$ cat src/rtl/fifo_burst_reader.sv
// fifo_burst_reader
//   Drains a first-word-fall-through FIFO in bursts requested by a host and
//   presents the words on a registered valid/ready stream. The final beat of
//   each burst carries m_last, and a one-cycle done pulse marks completion.
//
// Ports
//   clk, rst        : rising-edge clock, synchronous active-high reset
//   start,burst_len : burst request and word count, sampled only in IDLE
//   busy, done      : burst in progress / one-cycle completion pulse
//   fifo_empty      : FIFO empty flag
//   fifo_dout       : FIFO head word (valid while fifo_empty is low)
//   fifo_rd_en      : pop request, FIFO advances on the edge where it is high
//   m_data, m_valid : registered output beat
//   m_last          : final beat of the burst
//   m_ready         : consumer accepts on an edge with m_valid && m_ready
module fifo_burst_reader #(
  parameter int DATA_WIDTH = 8,
  parameter int LEN_WIDTH  = 5
) (
  input  logic                  clk,
  input  logic                  rst,
  input  logic                  start,
  input  logic [LEN_WIDTH-1:0]  burst_len,
  output logic                  busy,
  output logic                  done,
  input  logic                  fifo_empty,
  input  logic [DATA_WIDTH-1:0] fifo_dout,
  output logic                  fifo_rd_en,
  output logic [DATA_WIDTH-1:0] m_data,
  output logic                  m_valid,
  output logic                  m_last,
  input  logic                  m_ready
);

  typedef enum logic [1:0] {
    S_IDLE,
    S_READ,
    S_FLUSH,
    S_DONE
  } state_t;

  state_t                state_q, state_d;
  logic [LEN_WIDTH-1:0]  rem_q, rem_d;
  logic [DATA_WIDTH-1:0] m_data_q, m_data_d;
  logic                  m_valid_q, m_valid_d;
  logic                  m_last_q, m_last_d;
  logic                  busy_q, busy_d;
  logic                  done_q, done_d;

  logic pop;
  logic accept;

  // A pop is allowed only when the output register is free or is being
  // drained this very cycle, so a held beat is never overwritten.
  assign accept = m_valid_q && m_ready;
  assign pop    = (state_q == S_READ) && (rem_q != '0) && !fifo_empty &&
                  (!m_valid_q || m_ready);

  always_comb begin
    // NOTE: every variable gets a default first so no path can infer a latch.
    state_d   = state_q;
    rem_d     = rem_q;
    m_data_d  = m_data_q;
    m_valid_d = m_valid_q;
    m_last_d  = m_last_q;

    // Output register: load on pop, clear on accept, otherwise hold.
    if (pop) begin
      m_data_d  = fifo_dout;
      m_valid_d = 1'b1;
      m_last_d  = (rem_q == LEN_WIDTH'(1));
      rem_d     = rem_q - LEN_WIDTH'(1);
    end else if (accept) begin
      m_valid_d = 1'b0;
      m_last_d  = 1'b0;
    end

    case (state_q)
      S_IDLE: begin
        if (start) begin
          if (burst_len != '0) begin
            rem_d   = burst_len;
            state_d = S_READ;
          end else begin
            state_d = S_DONE;
          end
        end
      end
      // The final pop always registers the last beat first, so FLUSH is
      // entered even if the consumer is ready on that same edge.
      S_READ:  if (pop && rem_q == LEN_WIDTH'(1)) state_d = S_FLUSH;
      S_FLUSH: if (accept && m_last_q) state_d = S_DONE;
      S_DONE:  state_d = S_IDLE;
      default: state_d = S_IDLE;
    endcase

    // Status flags are registered from the next state so they line up with it.
    busy_d = (state_d == S_READ) || (state_d == S_FLUSH);
    done_d = (state_d == S_DONE);
  end

  // NOTE: sequential state uses non-blocking assignments only.
  always_ff @(posedge clk) begin
    if (rst) begin
      state_q   <= S_IDLE;
      rem_q     <= '0;
      m_data_q  <= '0;
      m_valid_q <= 1'b0;
      m_last_q  <= 1'b0;
      busy_q    <= 1'b0;
      done_q    <= 1'b0;
    end else begin
      state_q   <= state_d;
      rem_q     <= rem_d;
      m_data_q  <= m_data_d;
      m_valid_q <= m_valid_d;
      m_last_q  <= m_last_d;
      busy_q    <= busy_d;
      done_q    <= done_d;
    end
  end

  assign fifo_rd_en = pop;
  assign m_data     = m_data_q;
  assign m_valid    = m_valid_q;
  assign m_last     = m_last_q;
  assign busy       = busy_q;
  assign done       = done_q;

endmodule

$ cat config.mk
export PLATFORM = sky130hd
export DESIGN_NAME = fifo_burst_reader
export DESIGN_NICKNAME = d
export VERILOG_FILES = /design/src/rtl/fifo_burst_reader.sv
export SDC_FILE = /design/constraint.sdc
export NUM_CORES = 1
export LEC_CHECK = 0
export CAP_MARGIN = 20
export CORE_ASPECT_RATIO = 0.7
export CORE_UTILIZATION = 47
export CTS_CLUSTER_DIAMETER = 60
export DETAILED_ROUTE_END_ITERATION = 16
export GPL_ROUTABILITY_DRIVEN = 0
export HOLD_SLACK_MARGIN = 0.03
export PLACE_DENSITY = 0.93
export SYNTH_ARGS = -nofsm -noshare
export SYNTH_HDL_FRONTEND = slang
export SYNTH_SLANG_ARGS = --single-unit
export TNS_END_PERCENT = 1
$ cat constraint.sdc
create_clock -name clk -period 4.31 [get_ports clk]
set_clock_uncertainty 0.05 [all_clocks]
set_input_delay 0.431 -clock clk [delete_from_list [all_inputs] [get_ports clk]]
set_output_delay 0.431 -clock clk [all_outputs]
set_load 0.03 [all_outputs]
==> After elaboration in Yosys (flattened, before gate mapping) <==
Cells that the tools add are included.
Widths: inputs -> output; s select.
{ "op_classes": {"reduce_logical": 14, "n_mux": 12, "n_addsub": 1, "eq_ne": 7} }
{ "op_table": {"columns": ["operator", "count"], "rows": [
  ["$mux 5", 4],
  ["$reduce_bool 5->1", 2],
  ["$eq 2x2->1 const B", 4],
  ["$mux 2", 4],
  ["$pmux 2 s4", 1],
  ["$logic_and 1x1->1", 6],
  ["$eq 5x1->1 const B", 1],
  ["$sub 5x1->5 const B", 1],
  ["$eq 2x1->1 const B", 2],
  ["$mux 1", 3],
  ["$logic_not 1->1", 2],
  ["$logic_not 2->1", 1],
  ["$logic_or 1x1->1", 2],
  ["$reduce_bool 2->1", 1]
]} }
{ "word_totals": {"output_inout_bits": 13, "wordCells": 41, "inputBits": 18, "register_bits": 19} }

==> Longest topological paths before layout <==
{ "logic_depth": {"depth_word": 9, "mapped_depth": 8, "depth_no_buf": 7} }

==> Least setup slack after synthesis <==
No wires, ideal clock.
{ "synth_timing": {"kind": "reg2out", "start": "register rem_q[0]", "end": "output port fifo_rd_en", "t_required_ps": 3829, "path_buffers": 1, "arrival_time_ps": 1351, "path_stages_with_launch": 7, "path_slack_ps": 2478, "cell_sequence": "dfxtp_1 inv_1 ha_1 or4b_4 nand3_4 inv_4 buf_6"} }
{ "synth_between": {"elab_chain_cells": 4} }
{ "synth_lines": {"columns": ["item", "line", "text"], "rows": [
  ["from (decl)", "43", "logic [LEN_WIDTH-1:0] rem_q, rem_d;"],
  ["from (signal assigned)", "114", "rem_q <= rem_d;"],
  ["$reduce_bool 5->1", "56", "assign pop = (state_q == S_READ) && (rem_q != '0) && !fifo_empty &&"],
  ["$logic_and 1x1->1 (3 in series)", "56", null],
  ["to (decl)", "28", "output logic fifo_rd_en,"]
]} }
No other way between the ends.

==> Final worst setup path <==
{ "layout_timing": {"start": "input port fifo_empty", "end": "output port fifo_rd_en"} }
{ "layout_between": {"elab_chain_cells": 3} }
{ "layout_lines": {"columns": ["item", "line", "text"], "rows": [
  ["from (decl)", "26", "input logic fifo_empty,"],
  ["$logic_not 1->1", "56", null],
  ["$logic_and 1x1->1 (2 in series)", "56", null]
]} }
No other way between the ends.

==> impl_metrics.tcl <==
set metrics [dict create \
    end_kind "primary output" \
    hold_violations 0 \
    insertion_delay_ps 310 \
    gr-total-overflow 0 \
    ys.warnings.count 0 \
    fmax_mhz 356.3 \
    post_cts_buffers 0 \
    area_growth_pct 36.30 \
    dr_total_vias 925 \
    h-tree-depth 1 \
    grt_pass1_vias 821 \
    slowest_delay_ps 700 \
    port_buffers 30 \
    max_slew_margin_pct 51.71 \
    ctsResizeCount 0 \
    drive_gt1_share_pct 7.299 \
    cts.clk_slew.worst_paths_ps 100 \
    leakagePower_uw 0.0004417 \
    core.rowCount 13 \
    crit_chain "clkdlybuf4s50_1 > nor3b_2 > nand3_4 > inv_4 > clkdlybuf4s50_1" \
    seq_area_um2 380.4 \
    finalSetupTns_ps 0 \
    cap_violations 0 \
    ir_drop_mv 0.2644 \
    num-fill-cells 150 \
    pwr-share-clk_pct 24.5 \
    power_frac_seq_pct 51.1 \
    hp-class "reg2reg" \
    io_pins 31 \
    place.detailed.hpwl_mm 1.769 \
    synth_seq_cells 19 \
    syn_nets 128 \
    drc_errors 0 \
    syn_area_per_cell_um2 8.747 \
    crit_type "in2out" \
    clockBufferDepth 2 \
    worstReg2RegEnd "rem_q[3]" \
    wl_per_cell_um 14.94 \
    track_usage_pct 25.89 \
    synth-edff-count 0 \
    die_w_um 55.09 \
    cp.arrival_ps 2330 \
    final_area_um2 1264 \
    grt_max_degree 22 \
    crit_required_ps 3830 \
    async_flop_share_pct 0 \
    die_area_um2 2157 \
    dr.pass1.iters 4 \
    cts_buffers 3 \
    r2r_start "rem_q[0]" \
    stdcell_count 159 \
    cp_num_cells 5 \
    p_sw_share_pct 30.04 \
    drtAntennaViolNets 0 \
    hold_buffers 0 \
    final_nets 160 \
    placed_cells 155 \
    drt_iter0_drc 35 \
    ys_types 34 \
    synthFlopType "dfxtp_1" \
    dpl_cell_area_um2 1236 \
    tightest_slew_ps 722.1 \
    core_area_um2 1854 \
    root_buffer "clkbuf_4" \
    status "finished clean" \
    powerDensity_nw_per_um2 299.3 \
    wl_mm 2.376 \
    cpMostUsedCell "clkdlybuf4s50_1" \
    r2r_cells 7 \
    internal_power_uw 264.6 \
    antenna_found_initial 0 \
    cp_top_family "buffers and inverters" \
    grt_pass1_wl_mm 3.698 \
    crit_slowest_cell "clkdlybuf4s50_1" \
    cp-start-kind "primary input" \
    syn-instance-count 106 \
    switchingPower_uw 113.6 \
    die_y_um 39.16 \
    multi_input_area_um2 510.5 \
    start_util_pct 50.00 \
    fin_total_pwr_uw 378.3 \
    p_comb_share_pct 24.4 \
    setup_violations 0 \
    clkSinkCount 19 \
    grt_setup_unrepaired "false" \
    syn_area_um2 927.1 \
    diodes 0 \
    crit_path_end "fifo_rd_en" \
    tritoncts "built" \
    drv_slew 0 \
    regToRegSetupSlack_ps 2290 \
    worstPathMaxFanout 17 \
    crit_path_start "fifo_empty" \
    ys_seq_area_share_pct 41.03 \
    avgViaCountPerCell 5.818 \
    fin_crit_sh_pct 65.12 \
    critPathBufInv 3 \
    period_needed_ps 2807 \
]
metal layers:
metal,vias to the layer above,routed length [um],track usage [%]
met4,0,22,8.750
met1,429,1002,30.56
met5,-,0,0
met3,4,166,8.627
met2,41,1185,43.67
li1,451,-,-
layout make-up:
cell class                      instances  share of cell area (%)
Multi-Input combinational cell         80                   40.40
Sequential cell                        19                   30.10
Clock inverter                          1                  0.3960
Clock buffer                            3                   1.782
Timing Repair Buffer                   30                   23.76
Inverter                                4                   1.386
Tap cell                               22                   2.178
cells in the final DEF (no fill, tap or decap), types with 2 or more instances in the layout:
cell type         n
clkdlybuf4s50_1  30
a21oi_1          11
nor3b_2           2
clkbuf_4          3
a221oi_1          2
nand4_1           3
nor3_1            3
nand2_1          23
dfxtp_1          19
inv_1             3
ha_1              4
nor2_1            2
nor2b_1           7
a31oi_1           4
synthesized netlist by cell type (all sizes together) (3+ instances only):
cell	instances	area share, %
nand4	3	2.0
dfxtp	19	41
a31oi	4	2.7
ha	4	5.4
nor3	3	1.6
nor3b	3	3.5
nor2b	7	4.7
inv	4	1.9
a21oi	11	5.9
nand2	23	9.3
worst register-to-register path: cells and delay by family, from the launching register on:
family	cells	cell delay (ps)
flops	1	370
compound gates	1	290
fa+ha+maj	1	170
simple gates	3	840
buf+inv	2	210
how the worst min path moves through the flow:
stage                          from        end  slack, ps  cells after the start
after global routing      m_data[4]  m_data[4]        430                      2
final                     m_data[3]  m_data[3]        410                      2
after CTS                 m_data[4]  m_data[4]        420                      2
after detailed placement  m_data[5]  m_data[5]        400                      2
after floorplan            rem_q[0]   rem_q[0]        450                      1
after global placement    m_data[7]  m_data[7]        400                      2
kinds of logic (layout without fill, tap and decap cells):
kind of cell	Yosys count	count (layout)	share of synthesized area, %
AO/OA/AOI/OAI	26	26	18.62
adder cells (fa/ha/maj)	4	4	5.398
AND/OR/NAND/NOR	50	50	31.04
buffers and inverters	7	38	3.914
flip-flops	19	19	41.03
flip-flops by register name (all words and copies together) (netlist names):
register,cells
m_last,1
busy,1
rem_q,5
m_data,8
done,1
state_q,2
m_valid,1
power by group through the flow:
stage,Sequential [uW],Combinational [uW],Clock [uW]
after floorplan,203,47.8,0
after global placement,196,86.8,0
after detailed placement,197,91.6,0
after CTS,193,91.7,96.1
after global routing,195,99.8,105
final,193,92.3,92.8
through the flow:
| stage | setup WS, ps | util (%) | hold WS (ps) |
|---|---|---|---|
| CTS | 1512 | 68.15 | 420.2 |
| detailed placement | 1513 | 66.67 | 404.1 |
| floorplan | 2478 | - | 447.7 |
| global placement | 1571 | 66.67 | 395.7 |
| finish | 1503 | 68.15 | 415.0 |
| global route | 1403 | 68.15 | 431.0 |
(Power assumes the default switching activity.)
==> RTL change 1 (same settings) <==
`LEN_WIDTH`: 5 -> 4.
--- a/src/rtl/fifo_burst_reader.sv
+++ b/src/rtl/fifo_burst_reader.sv
@@ -15,7 +15,7 @@
 //   m_ready         : consumer accepts on an edge with m_valid && m_ready
 module fifo_burst_reader #(
   parameter int DATA_WIDTH = 8,
-  parameter int LEN_WIDTH  = 5
+  parameter int LEN_WIDTH  = 4
 ) (
   input  logic                  clk,
   input  logic                  rst,
Ports: changed (resized burst_len); port bits go from 31 to 30. The function was not compared with the original's and may differ.
==> RTL change 1 against the unedited design <==
  * Hold slack improved by 0.041 ns
  * Final area shrank 10%
  * Sequential cell count fell by 1
  * Power fell by 9.5%
  * Setup slack got worse by 0.29 ns
  * Non-clock buffer count fell by 1
  * Sequential share of layout area grew 1.7 points
  * Synthesized area shrank 10%
  * Combinational power is 15% lower
  * First-iteration DRC count decreased by 74%
  * Wire length is 21% lower
  * Critical path type is now register to output pin
  * Highest routed layer unchanged
==> RTL change 1: results (changes against the unedited design) <==
| Metric | Value |
|---|---|
| Routed wire length per instance | `13.8 µm (was 14.9 µm)` |
| Post-DP HPWL | `1.38 mm (was 1.77 mm)` |
| CP Launch Type | `register (was primary input)` |
| Global Route Usage Sum | `0.215 (was 0.259)` |
| DRT iter0 DRCs | `9 (was 35)` |
| Clk_lat worst skew | `0.29 ns (was 0.31 ns)` |
| Top cells by count, synth | `dfxtp_1, nor2_1, mux2i_1, nand2_1 (was nand2_1, dfxtp_1, a21oi_1, nor2b_1)` |
| Yosys cell types | `29 (was 34)` |
| Post-Layout Cell Count | `136 (was 159)` |
| Pins Over Slew Limit | `0 (unchanged)` |
| Clock buffer depth | `2 (unchanged)` |
| Worst slack, placed | `1.22 ns (was 1.51 ns)` |
| Register area share after synthesis | `0.432 (was 0.410)` |
| Main flop type after synthesis | `dfxtp_1 (unchanged)` |
| Yosys warnings | `0 (unchanged)` |
| Synth Instances | `87 (was 106)` |
| Mux contribution to synthesized area | `0.0961 (was 0)` |
| RR Endpoint | `m_data[2]$_SDFFE_PP0P_ (was rem_q[3]$_SDFF_PP0_)` |
| Number of buffers added for setup after CTS | `0 (unchanged)` |
| Hold WS | `0.456 ns (was 0.415 ns)` |
| Synth Area in Adders | `0.0450 (was 0.0540)` |
| Static Leakage | `0.407 nW (was 0.442 nW)` |
| Clock root buffer master | `clkbuf_4 (unchanged)` |
| Via Count | `734 (was 925)` |
| CTS clk-pin slew, worst paths | `about 0.09 ns` |
| Crit path max fanout | `14 (was 17)` |
| DRT Pass-1 Iters | `4 (unchanged)` |
| Hold path cells | `2 (unchanged)` |
| Max VDD drop | `0.000235 V (was 0.000264 V)` |
| Async SR Flop Fraction | `0 (unchanged)` |
| Slew at the pin closest to its max-slew limit | `0.645 ns (was 0.722 ns)` |
| Outcome | `complete, no violations (unchanged)` |
| Routed Antenna Nets | `0 (unchanged)` |
| Global-route wire length before repair | `2.87 mm (was 3.70 mm)` |
| Share of cells above drive strength 1 | `0.0609 (was 0.0730)` |
| Cell depth of the worst flop-to-flop path | `6 (was 7)` |
| Setup TNS Final | `0 ns (unchanged)` |
| Complex-gate fraction of the synthesized area | `0.0841 (was 0.186)` |
| Port bufs | `29 (was 30)` |
| Hold EP | `m_data[5]$_SDFFE_PP0P_ (was m_data[3]$_SDFFE_PP0N_)` |
| Startpoint of the worst hold path | `m_data[5]$_SDFFE_PP0P_ (was m_data[3]$_SDFFE_PP0N_)` |
| Synth Area in XOR/XNOR | `0.0210 (was 0)` |
| Vias in the first global route | `640 (was 821)` |
| Mapped Nets | `107 (was 128)` |
| Post-placement cell count | `133 (was 155)` |
| Post_cts resized | `0 (unchanged)` |
| Largest net degree at the start of global routing | `19 (was 22)` |
| Area contributors post-synth | `dfxtp_1, mux2i_1, ha_1 (was dfxtp_1, nand2_1, a21oi_1)` |
==> RTL change 1: cell count changes in the layout (fill, tap and decap cells not counted), sizes merged, moves of 4 or more <==
cell | unedited run | this run
nor2 | 2 | 10
a21oi | 11 | 4
mux2i | 0 | 8
a31oi | 4 | 0
nand2 | 23 | 7
nor2b | 7 | 3
==> RTL change 1: layer usage <==
layer | wire length [µm] | GRT usage
met1 | 844 | 0.266
met2 | 921 | 0.348
met3 | 94 | 0.0854
met4 | 13 | 0.0592
met5 | 0 | 0
==> RTL change 1: report_power, final <==
| part | internal, mW | total (mW) | switching, mW |
|---|---|---|---|
| logic | 0.0407 | 0.0784 | 0.0377 |
| registers | 0.176 | 0.184 | 0.00810 |
| clock network | 0.0325 | 0.0803 | 0.0478 |
==> RTL change 1: layout make-up <==
class | count | area (µm²)
fillers | 121 | 488
multi-input cells | 63 | 427
flip-flops and latches | 18 | 360
repair buffers | 29 | 290
well taps | 21 | 26.3
clock buffers | 3 | 22.5
inverters | 2 | 7.51
==> RTL change 1: how the worst max path moves through the flow <==
stage          slack (ns)          to  depth (start not counted)
2_1_floorplan        2.51  fifo_rd_en                          6
3_3_place_gp         1.31  fifo_rd_en                          4
3_5_place_dp         1.22  fifo_rd_en                          4
4_1_cts              1.19  fifo_rd_en                          5
5_1_grt              1.06  fifo_rd_en                          5
6_report             1.22  fifo_rd_en                          5
==> RTL change 1: cells by family (layout without fill, tap and decap cells) <==
kind of cell,after synthesis,count (layout)
XOR/XNOR,2,2
AO/OA/AOI/OAI,11,11
AND/OR/NAND/NOR,39,39
flip-flops,18,18
buffers and inverters,6,34
adder cells (fa/ha/maj),3,3
multiplexers,8,8
==> RTL change 1: metrics by stage <==
step	power (mW)	util	cell area (µm²)
after floorplan	0.235	-	833
after global placement	0.262	0.685	1110
after detailed placement	0.265	0.685	1110
after CTS	0.346	0.699	1130
after global routing	0.360	0.699	1130
final	0.342	0.699	1130
==> RTL change 1: critical path, stage by stage (launching register included) <==
cell and delay [ns]:
dfxtp_1 0.41, inv_1 0.06, ha_1 0.21, or3b_4 0.25, and3_1 0.58, clkdlybuf4s50_1 0.81
==> RTL change 2 (same settings) <==
Without the edit above. Encoding of `state_t`: now one-hot (4 bits for 4 states).
--- a/src/rtl/fifo_burst_reader.sv
+++ b/src/rtl/fifo_burst_reader.sv
@@ -32,11 +32,11 @@
   input  logic                  m_ready
 );
 
-  typedef enum logic [1:0] {
-    S_IDLE,
-    S_READ,
-    S_FLUSH,
-    S_DONE
+  typedef enum logic [3:0] {
+    S_IDLE  = 4'b0001,
+    S_READ  = 4'b0010,
+    S_FLUSH = 4'b0100,
+    S_DONE  = 4'b1000
   } state_t;
 
   state_t                state_q, state_d;
Check against the original RTL: no difference found for any inputs over 10 cycles, from zero or initial values and one cycle with rst high; not proved beyond that.
==> RTL change 2 against the unedited design <==
  * Combinational power down 22%
  * Final area up 9.9%
  * Hold slack gained 0.043 ns
  * Power shrank 1.6%
  * Critical path depth stayed put
  * Setup slack better by 0.098 ns
  * Wire length is 5.9% higher
  * Sequential cell count up 2
  * Synthesized area grew 14%
  * Critical endpoint unchanged
  * Largest power group unchanged
==> RTL change 2: results (changes against the unedited design) <==
| Metric | Value |
|---|---|
| Clk_lat worst skew | `0.30 ns` |
| Clock root buffer master | `clkbuf_4 (unchanged)` |
| DRT iter0 DRCs | `35 (unchanged)` |
| Crit path largest cell delay | `0.59 ns (was 0.70 ns)` |
| Vias/cell | `5.49 (was 5.82)` |
| HP Class | `register to register (unchanged)` |
| CTS clk-pin slew, worst paths | `about 0.11 ns` |
| Outcome | `complete, no violations (unchanged)` |
| Post_cts resized | `0 (unchanged)` |
| Mapped Nets | `133 (was 128)` |
| Yosys cell types | `34 (unchanged)` |
| Slew at the pin closest to its max-slew limit | `0.638 ns (was 0.722 ns)` |
| Vias in the first global route | `927 (was 821)` |
| Static Leakage | `0.487 nW (was 0.442 nW)` |
| H-tree Lvls | `1 (unchanged)` |
| Port bufs | `30 (unchanged)` |
| Area contributors post-synth | `dfxtp_1, mux2i_1, nor2_1 (was dfxtp_1, nand2_1, a21oi_1)` |
| Max VDD drop | `0.000255 V (was 0.000264 V)` |
| Mux contribution to synthesized area | `0.0758 (was 0)` |
| Ant diodes | `0 (unchanged)` |
| Global Route Usage Sum | `0.234 (was 0.259)` |
| Complex-gate fraction of the synthesized area | `0.142 (was 0.186)` |
| Crit path max fanout | `4 (was 17)` |
| Worst slack, placed | `1.82 ns (was 1.51 ns)` |
| Synth Area in Adders | `0.0355 (was 0.0540)` |
| Synth Area in XOR/XNOR | `0.00829 (was 0)` |
| Via Count | `949 (was 925)` |
| Crit path DAT | `2.23 ns (was 2.33 ns)` |
| Final Hold Violating Endpoints | `0 (unchanged)` |
| Share of cells above drive strength 1 | `0.0629 (was 0.0730)` |
| Max reg flops | `8 (unchanged)` |
| Top cells by count, synth | `dfxtp_1, nor2_1, mux2i_1, nor3_1, inv_1 (was nand2_1, dfxtp_1, a21oi_1, nor2b_1)` |
| Clock buffer depth | `2 (unchanged)` |
| CTS Buf Count | `3 (unchanged)` |
| Register area share after synthesis | `0.398 (was 0.410)` |
| Initial antenna violation count | `0 (unchanged)` |
| Post-DP HPWL | `1.95 mm (was 1.77 mm)` |
| Synth Instances | `112 (was 106)` |
| Crit-path leading delay family | `simple AND/OR/NAND/NOR gates (was buffers and inverters)` |
| Placement Cell Area | `1360 µm² (was 1240 µm²)` |
| Async SR Flop Fraction | `0 (unchanged)` |
| Number of buffers added for setup after CTS | `0 (unchanged)` |
| Yosys warnings | `0 (unchanged)` |
| Post-placement cell count | `169 (was 155)` |
| DRT Pass-1 Iters | `4 (unchanged)` |
| Largest net degree at the start of global routing | `17 (was 22)` |
| Global-route wire length before repair | `4.29 mm (was 3.70 mm)` |
| Slowest-stage cell, CP | `clkdlybuf4s50_1 (unchanged)` |
| Drt total wl | `2.52 mm (was 2.38 mm)` |
## RTL change 2: final timing paths
kind | start | to | slack (ns) | cells past startpoint
setup / recovery | rem_q[0]$_SDFF_PP0_ | fifo_rd_en | 1.60 | 5
hold / removal | m_data[7]$_SDFFE_PP0N_ | m_data[7]$_SDFFE_PP0N_ | 0.46 | 2
setup reg to reg | rem_q[0]$_SDFF_PP0_ | rem_q[2]$_SDFF_PP0_ | 2.09 | 7
hold reg to reg | m_data[7]$_SDFFE_PP0N_ | m_data[7]$_SDFFE_PP0N_ | 0.46 | 2
## RTL change 2: cell type report
type / instances / area [µm²]
clock buffers: 4 / 26.3
multi-input cells: 81 / 574
repair buffers: 31 / 308
flip-flops and latches: 21 / 420
fillers: 158 / 596
inverters: 6 / 22.5
well taps: 30 / 37.5
## RTL change 2: power breakdown
group	total (mW)	switching (mW)	leakage (nW)	internal, mW
clock	0.0931	0.0570	0.0150	0.0360
combinational	0.0716	0.0351	0.301	0.0364
sequential	0.208	0.00715	0.170	0.201
## RTL change 2: stage by stage
| stage | util | hold slack, ns |
|---|---|---|
| finish | 0.700 | 0.458 |
| global route | 0.700 | 0.491 |
| CTS | 0.700 | 0.460 |
| detailed placement | 0.687 | 0.434 |
| global placement | 0.687 | 0.425 |
| floorplan | - | 0.409 |
## RTL change 2: cells by family (layout without fill, tap and decap cells)
group           after synthesis  after routing
simple gates                 49             49
flops                        21             21
compound gates               20             20
buf+inv                      10             41
mux                           8              8
fa+ha+maj                     3              3
xor+xnor                      1              1
## RTL change 2: worst min-delay path, cell delays in order, from the launching register on
cell and delay [ns]:
dfxtp_1 0.34, mux2i_1 0.07, nor2_1 0.07
## RTL change 2: per-layer routing
metal,up-vias,track usage,wire length (µm)
met3,6,0.0592,91
met2,29,0.377,1220
met1,437,0.293,1160
met5,-,0,0
met4,0,0.105,47
li1,477,-,-
